==> src/rtl/bbox_seek.sv <==
// Frame-level bounding-box finder: tracks min/max column/row and hit count of foreground
// pixels in a raster stream, publishing a held result with a validity verdict at frame end.
module bbox_seek #(
  parameter int unsigned IMG_W    = 1024,
  parameter int unsigned IMG_H    = 755,
  parameter int unsigned DATA_W   = 8,
  parameter int unsigned THRESH   = 0,
  parameter int unsigned MIN_HITS = 16,
  parameter int unsigned CNT_W    = 11,
  parameter int unsigned HIT_W    = 20
) (
  input  logic              sclk,
  input  logic              rst_n,
  input  logic [DATA_W-1:0] pi_data,
  input  logic              pi_flag,
  input  logic              pi_sof,
  output logic [CNT_W-1:0]  x_min,
  output logic [CNT_W-1:0]  x_max,
  output logic [CNT_W-1:0]  y_min,
  output logic [CNT_W-1:0]  y_max,
  output logic [HIT_W-1:0]  hit_cnt,
  output logic              box_valid,
  output logic              po_flag,
  output logic              frame_err
);

  localparam logic [CNT_W-1:0]  ColLast = CNT_W'(IMG_W - 1);
  localparam logic [CNT_W-1:0]  RowLast = CNT_W'(IMG_H - 1);
  localparam logic [HIT_W-1:0]  HitMax  = '1;
  localparam logic [HIT_W-1:0]  MinHits = HIT_W'(MIN_HITS);
  localparam logic [DATA_W-1:0] Thresh  = DATA_W'(THRESH);

  typedef enum logic [0:0] {StWaitSof, StActive} state_e;

  state_e             r_state, w_state_nxt;
  logic [CNT_W-1:0]   r_col, w_col_nxt, r_row, w_row_nxt;
  logic [CNT_W-1:0]   r_wx_min, w_wx_min_nxt, r_wx_max, w_wx_max_nxt;
  logic [CNT_W-1:0]   r_wy_min, w_wy_min_nxt, r_wy_max, w_wy_max_nxt;
  logic [HIT_W-1:0]   r_whits, w_whits_nxt;
  logic [CNT_W-1:0]   r_x_min, w_x_min_nxt, r_x_max, w_x_max_nxt;
  logic [CNT_W-1:0]   r_y_min, w_y_min_nxt, r_y_max, w_y_max_nxt;
  logic [HIT_W-1:0]   r_hit_cnt, w_hit_cnt_nxt;
  logic               r_box_valid, w_box_valid_nxt;
  logic               r_po_flag, w_po_flag_nxt, r_frame_err, w_frame_err_nxt;

  logic               w_restart, w_accept, w_fg, w_last, w_err, w_valid;
  logic [CNT_W-1:0]   w_col, w_row;
  logic [CNT_W-1:0]   w_bx_min, w_bx_max, w_by_min, w_by_max;
  logic [CNT_W-1:0]   w_ax_min, w_ax_max, w_ay_min, w_ay_max;
  logic [HIT_W-1:0]   w_bhits, w_ahits;

  always_comb begin
    // A qualified SOF always restarts at (0,0) on seeded accumulators, from either state.
    w_restart = pi_flag & pi_sof;
    w_accept  = pi_flag & (w_restart | (r_state == StActive));
    w_col     = w_restart ? '0 : r_col;
    w_row     = w_restart ? '0 : r_row;
    w_fg      = pi_data > Thresh;
    w_bx_min  = w_restart ? ColLast : r_wx_min;
    w_bx_max  = w_restart ? '0      : r_wx_max;
    w_by_min  = w_restart ? RowLast : r_wy_min;
    w_by_max  = w_restart ? '0      : r_wy_max;
    w_bhits   = w_restart ? '0      : r_whits;

    w_ax_min  = (w_fg && (w_col < w_bx_min)) ? w_col : w_bx_min;
    w_ax_max  = (w_fg && (w_col > w_bx_max)) ? w_col : w_bx_max;
    w_ay_min  = (w_fg && (w_row < w_by_min)) ? w_row : w_by_min;
    w_ay_max  = (w_fg && (w_row > w_by_max)) ? w_row : w_by_max;
    w_ahits   = (w_fg && (w_bhits != HitMax)) ? w_bhits + HIT_W'(1) : w_bhits;

    w_last    = w_accept & ~w_restart & (r_col == ColLast) & (r_row == RowLast);
    w_err     = w_restart & (r_state == StActive) & ((r_col != '0) | (r_row != '0));
    w_valid   = w_ahits >= MinHits;

    w_state_nxt     = r_state;
    w_col_nxt       = r_col;
    w_row_nxt       = r_row;
    w_wx_min_nxt    = r_wx_min;
    w_wx_max_nxt    = r_wx_max;
    w_wy_min_nxt    = r_wy_min;
    w_wy_max_nxt    = r_wy_max;
    w_whits_nxt     = r_whits;
    w_x_min_nxt     = r_x_min;
    w_x_max_nxt     = r_x_max;
    w_y_min_nxt     = r_y_min;
    w_y_max_nxt     = r_y_max;
    w_hit_cnt_nxt   = r_hit_cnt;
    w_box_valid_nxt = r_box_valid;
    w_po_flag_nxt   = 1'b0;
    w_frame_err_nxt = 1'b0;

    if (w_accept) begin
      if (w_last) begin
        w_state_nxt     = StWaitSof;
        w_col_nxt       = '0;
        w_row_nxt       = '0;
        w_wx_min_nxt    = ColLast;
        w_wx_max_nxt    = '0;
        w_wy_min_nxt    = RowLast;
        w_wy_max_nxt    = '0;
        w_whits_nxt     = '0;
        w_x_min_nxt     = w_valid ? w_ax_min : '0;
        w_x_max_nxt     = w_valid ? w_ax_max : '0;
        w_y_min_nxt     = w_valid ? w_ay_min : '0;
        w_y_max_nxt     = w_valid ? w_ay_max : '0;
        w_hit_cnt_nxt   = w_ahits;
        w_box_valid_nxt = w_valid;
        w_po_flag_nxt   = 1'b1;
      end else begin
        w_state_nxt     = StActive;
        w_wx_min_nxt    = w_ax_min;
        w_wx_max_nxt    = w_ax_max;
        w_wy_min_nxt    = w_ay_min;
        w_wy_max_nxt    = w_ay_max;
        w_whits_nxt     = w_ahits;
        w_frame_err_nxt = w_err;
        if (w_col == ColLast) begin
          w_col_nxt = '0;
          w_row_nxt = w_row + CNT_W'(1);
        end else begin
          w_col_nxt = w_col + CNT_W'(1);
          w_row_nxt = w_row;
        end
      end
    end
  end

  always_ff @(posedge sclk or negedge rst_n) begin
    if (!rst_n) begin
      r_state     <= StWaitSof;
      r_col       <= '0;
      r_row       <= '0;
      r_wx_min    <= ColLast;
      r_wx_max    <= '0;
      r_wy_min    <= RowLast;
      r_wy_max    <= '0;
      r_whits     <= '0;
      r_x_min     <= '0;
      r_x_max     <= '0;
      r_y_min     <= '0;
      r_y_max     <= '0;
      r_hit_cnt   <= '0;
      r_box_valid <= 1'b0;
      r_po_flag   <= 1'b0;
      r_frame_err <= 1'b0;
    end else begin
      r_state     <= w_state_nxt;
      r_col       <= w_col_nxt;
      r_row       <= w_row_nxt;
      r_wx_min    <= w_wx_min_nxt;
      r_wx_max    <= w_wx_max_nxt;
      r_wy_min    <= w_wy_min_nxt;
      r_wy_max    <= w_wy_max_nxt;
      r_whits     <= w_whits_nxt;
      r_x_min     <= w_x_min_nxt;
      r_x_max     <= w_x_max_nxt;
      r_y_min     <= w_y_min_nxt;
      r_y_max     <= w_y_max_nxt;
      r_hit_cnt   <= w_hit_cnt_nxt;
      r_box_valid <= w_box_valid_nxt;
      r_po_flag   <= w_po_flag_nxt;
      r_frame_err <= w_frame_err_nxt;
    end
  end

  assign x_min     = r_x_min;
  assign x_max     = r_x_max;
  assign y_min     = r_y_min;
  assign y_max     = r_y_max;
  assign hit_cnt   = r_hit_cnt;
  assign box_valid = r_box_valid;
  assign po_flag   = r_po_flag;
  assign frame_err = r_frame_err;

endmodule

==> config.mk <==
export PLATFORM = sky130hd
export DESIGN_NAME = bbox_seek
export DESIGN_NICKNAME = d
export VERILOG_FILES = /design/src/rtl/bbox_seek.sv
export SDC_FILE = /design/constraint.sdc
export NUM_CORES = 1
export LEC_CHECK = 0
export ABC_AREA = 1
export CAP_MARGIN = 20
export CORE_AREA = 2 2 199 103
export DETAILED_ROUTE_END_ITERATION = 6
export DIE_AREA = 0 0 201 105
export GPL_TIMING_DRIVEN = 0
export PLACE_DENSITY_LB_ADDON = 0.08
export SYNTH_ARGS = -nofsm -noshare
export SYNTH_HDL_FRONTEND = slang
export SYNTH_SLANG_ARGS = --single-unit
==> constraint.sdc <==
create_clock -name sclk -period 2.4 [get_ports sclk]
set_input_delay 0.6 -clock sclk [delete_from_list [all_inputs] [get_ports sclk]]
set_output_delay 0.6 -clock sclk [all_outputs]
set_load 0.005 [all_outputs]
==> impl_metrics.yaml <==
yosys:
  ys_warn_count: 0
  ys_seq_area_frac: 0.4124
  syn_nets: 1274
  netlist_instances: 1217
  synth.distinct_cells: 43
  synth.avg_cell_area_um2: 7.719
  synth-seq-cells: 154
  netlist_area_mm2: 0.009394
power_and_ir_drop:
  leakage_nw: 6.413
  fin_total_pwr_mw: 9.532
  irDropWorstVdd_mv: 0.5751
  p_per_area_mw_per_mm2: 656.3
setup_path:
  worstPathArrival_ns: 3.38
  crit_path_end_kind: "flop"
  r2r_end: "box_valid"
  cp_max_fo: 4
  cp.required_ns: 2.71
  ff2ff_setup_slack_ns: -0.35
  crit_path_start_kind: "primary input"
  reg2reg_from: "r_whits[0]"
  critical_path_class: "in2reg"
  reg2regPathDepth: 19
detailed_routing:
  drt_iter0_drc: 775
  vias: 9911
  vias_per_cell: 5.766
  totalWireLength_mm: 34.82
  drtPass1Iterations: 5
  route.detailed.drc: 0
  antenna_left: 0
  routedWlPerCell_um: 20.26
clock_tree:
  cts_htree_levels: 4
  clock-sinks: 154
  numCtsBuffers: 17
  path_clk_slew_ns: 0.06
  clockBufferDepth: 2
  clockRootBuffer: "clkbuf_16"
  clkLatencyLatePin_ns: 0.46
  cts_tree: "built"
layout:
  finalNetCount: 1495
  syn_to_final_growth_pct: 54.60
  final_cell_mix: "289 x nand2_1, 138 x dfrtp_1, 93 x inv_1"
  drive_gt1_frac: 0.3873
  layout.cells.non_filler: 1719
  n_fill_cell: 1356
  final_common_cell: "nand2_1"
floorplan:
  die_w_um: 201
  ios: 79
  num_rows: 36
  die-area_mm2: 0.02111
  dieHeight_um: 105
  coreArea_mm2: 0.01923
  start_util: 0.4884
sta:
  setup_violations: 137
  maxSlewViolCount: 0
  fin_crit_ns: 3.065
  rsz0062_at_grt: "true"
  period_share: 1.277
  fmax_mhz: 326.3
  skew_ns: 0.01333
  setup_ws_ns: -0.6645
  tightest_slew_ns: 0.9255
  hold_violations: 0
  slew_headroom: 0.3830
placed_design:
  port_buffers: 78
  gp_congestion: 0.9274
  dp_hpwl_mm: 20.35
  pre_cts_slack_ns: -2.119
  placed_cells: 1562
grt:
  grt_pass1_wl_mm: 52.03
  antenna_found_initial: 0
  grt_max_degree: 90
  grt-ovfl-total: 0
  track_usage: 0.3191
  grt_pass1_vias: 9648
outcome:
  status: "finished, violations left"
  violations: "negative setup slack"
worst_hold_path:
  hold_path.class: "in2async"
run:
  cap_violations: 0
through the flow:
step | TNS, ns | hold WS [ns] | cell area, um2 | utilization
after detailed placement | -255.81 | 0.4644 | 10760 | 0.5597
after floorplan | -68.49 | 0.3044 | 9622 | -
after global placement | -1074.90 | 0.4581 | 10740 | 0.5582
after CTS | -54.47 | 0.1672 | 13440 | 0.6987
after global routing | -77.53 | 0.1928 | 14520 | 0.7548
final | -64.66 | 0.1413 | 14520 | 0.7551
cell type report:
class,count,area [um2],area share
Antenna cell,2,5.005,0.0003446
Buffer,57,638.1,0.04394
Clock buffer,21,480.5,0.03308
Clock inverter,11,118.9,0.008185
Inverter,110,440.4,0.03033
Multi-Input combinational cell,897,6628,0.4564
Sequential cell,154,3874,0.2667
Tap cell,266,332.8,0.02292
Timing Repair Buffer,201,2006,0.1381
state kept, by name, summed over array words and instances, names as in the netlist, 11 cells and up:
name      flops
r_wy_min     11
y_min        11
r_col        11
x_min        11
r_row        11
r_wy_max     11
r_wx_max     11
y_max        11
hit_cnt      20
x_max        11
r_whits      20
r_wx_min     11
report_power, final:
group          internal, mW  leakage (nW)  total, mW  switching, mW
registers              2.86          2.06       3.07          0.212
logic                  1.55          4.07       3.70           2.14
clock network          1.63         0.287       2.77           1.14
repair_timing:
action | in CTS | in global routing
gates cloned | 12 | 2
gates resized for setup | 323 | 221
setup buffers | 75 | 39
pin swaps | 63 | 70
endpoints found under the setup margin | 153 | 151
hold buffers | 0 | 0
Yosys cell counts, drive strengths merged:
master   count  share of area
nand4       19          0.013
xnor2        5         0.0047
nand2      358           0.15
nor4         8         0.0053
o41ai        1        0.00093
a31oi        1        0.00067
clkbuf      27          0.011
o21ai       77          0.041
a211oi       1        0.00080
a32o         1         0.0011
o22ai       34          0.023
nor2       141          0.062
nor3        18          0.013
buf         30          0.023
ha          45          0.060
a22o         6         0.0056
nand3       96          0.079
o2111ai      1        0.00093
dfrtp      138           0.37
nand3b       2         0.0016
inv        110          0.044
o211ai       2         0.0016
a21oi       62          0.033
a21boi       2         0.0020
xor2        16          0.015
dfstp       16          0.045
layer usage:
layer	track usage	routed length (um)	vias to the layer above
li1	-	-	4450
met1	0.4192	14550	4896
met2	0.5109	16330	453
met3	0.06238	2486	112
met4	0.1476	1452	0
met5	0	0	-
worst max-delay path by stage:
stage / start / to / slack (ns) / depth (start not counted)
final: pi_flag / r_row[6] / -0.66 / 22
after global routing: pi_flag / r_row[6] / -0.85 / 22
after CTS: pi_flag / y_max[2] / -0.61 / 25
after detailed placement: pi_flag / box_valid / -2.12 / 26
after global placement: rst_n / r_whits[17] / -5.60 / 1
after floorplan: pi_sof / y_max[2] / -0.77 / 24
worst max-delay path, cell delays in order:
cell and delay [ns]:
buf_8 0.11, nand2_8 0.07, buf_12 0.11, inv_12 0.03
buf_12 0.12, buf_12 0.12, buf_12 0.12, buf_4 0.15
buf_6 0.12, buf_6 0.11, buf_6 0.11, nor2_4 0.11
buf_6 0.12, ha_4 0.14, nand3_4 0.09, inv_2 0.11
nand4_1 0.13, buf_6 0.18, nor3_4 0.18, nand4_1 0.24
nor3_2 0.20, o22ai_2 0.10
cell families (layout without fill, tap and decap cells):
group                    after synthesis  in the layout  synth area share
AND/OR/NAND/NOR                      642            643            0.3201
AO/OA/AOI/OAI                        188            188            0.1107
buffers and inverters                167            400           0.07738
flip-flops                           154            154            0.4124
adder cells (fa/ha/maj)               45             45           0.05994
XOR/XNOR                              21             21           0.01958
other                                  0              2                 0
(Power assumes the default switching activity.)
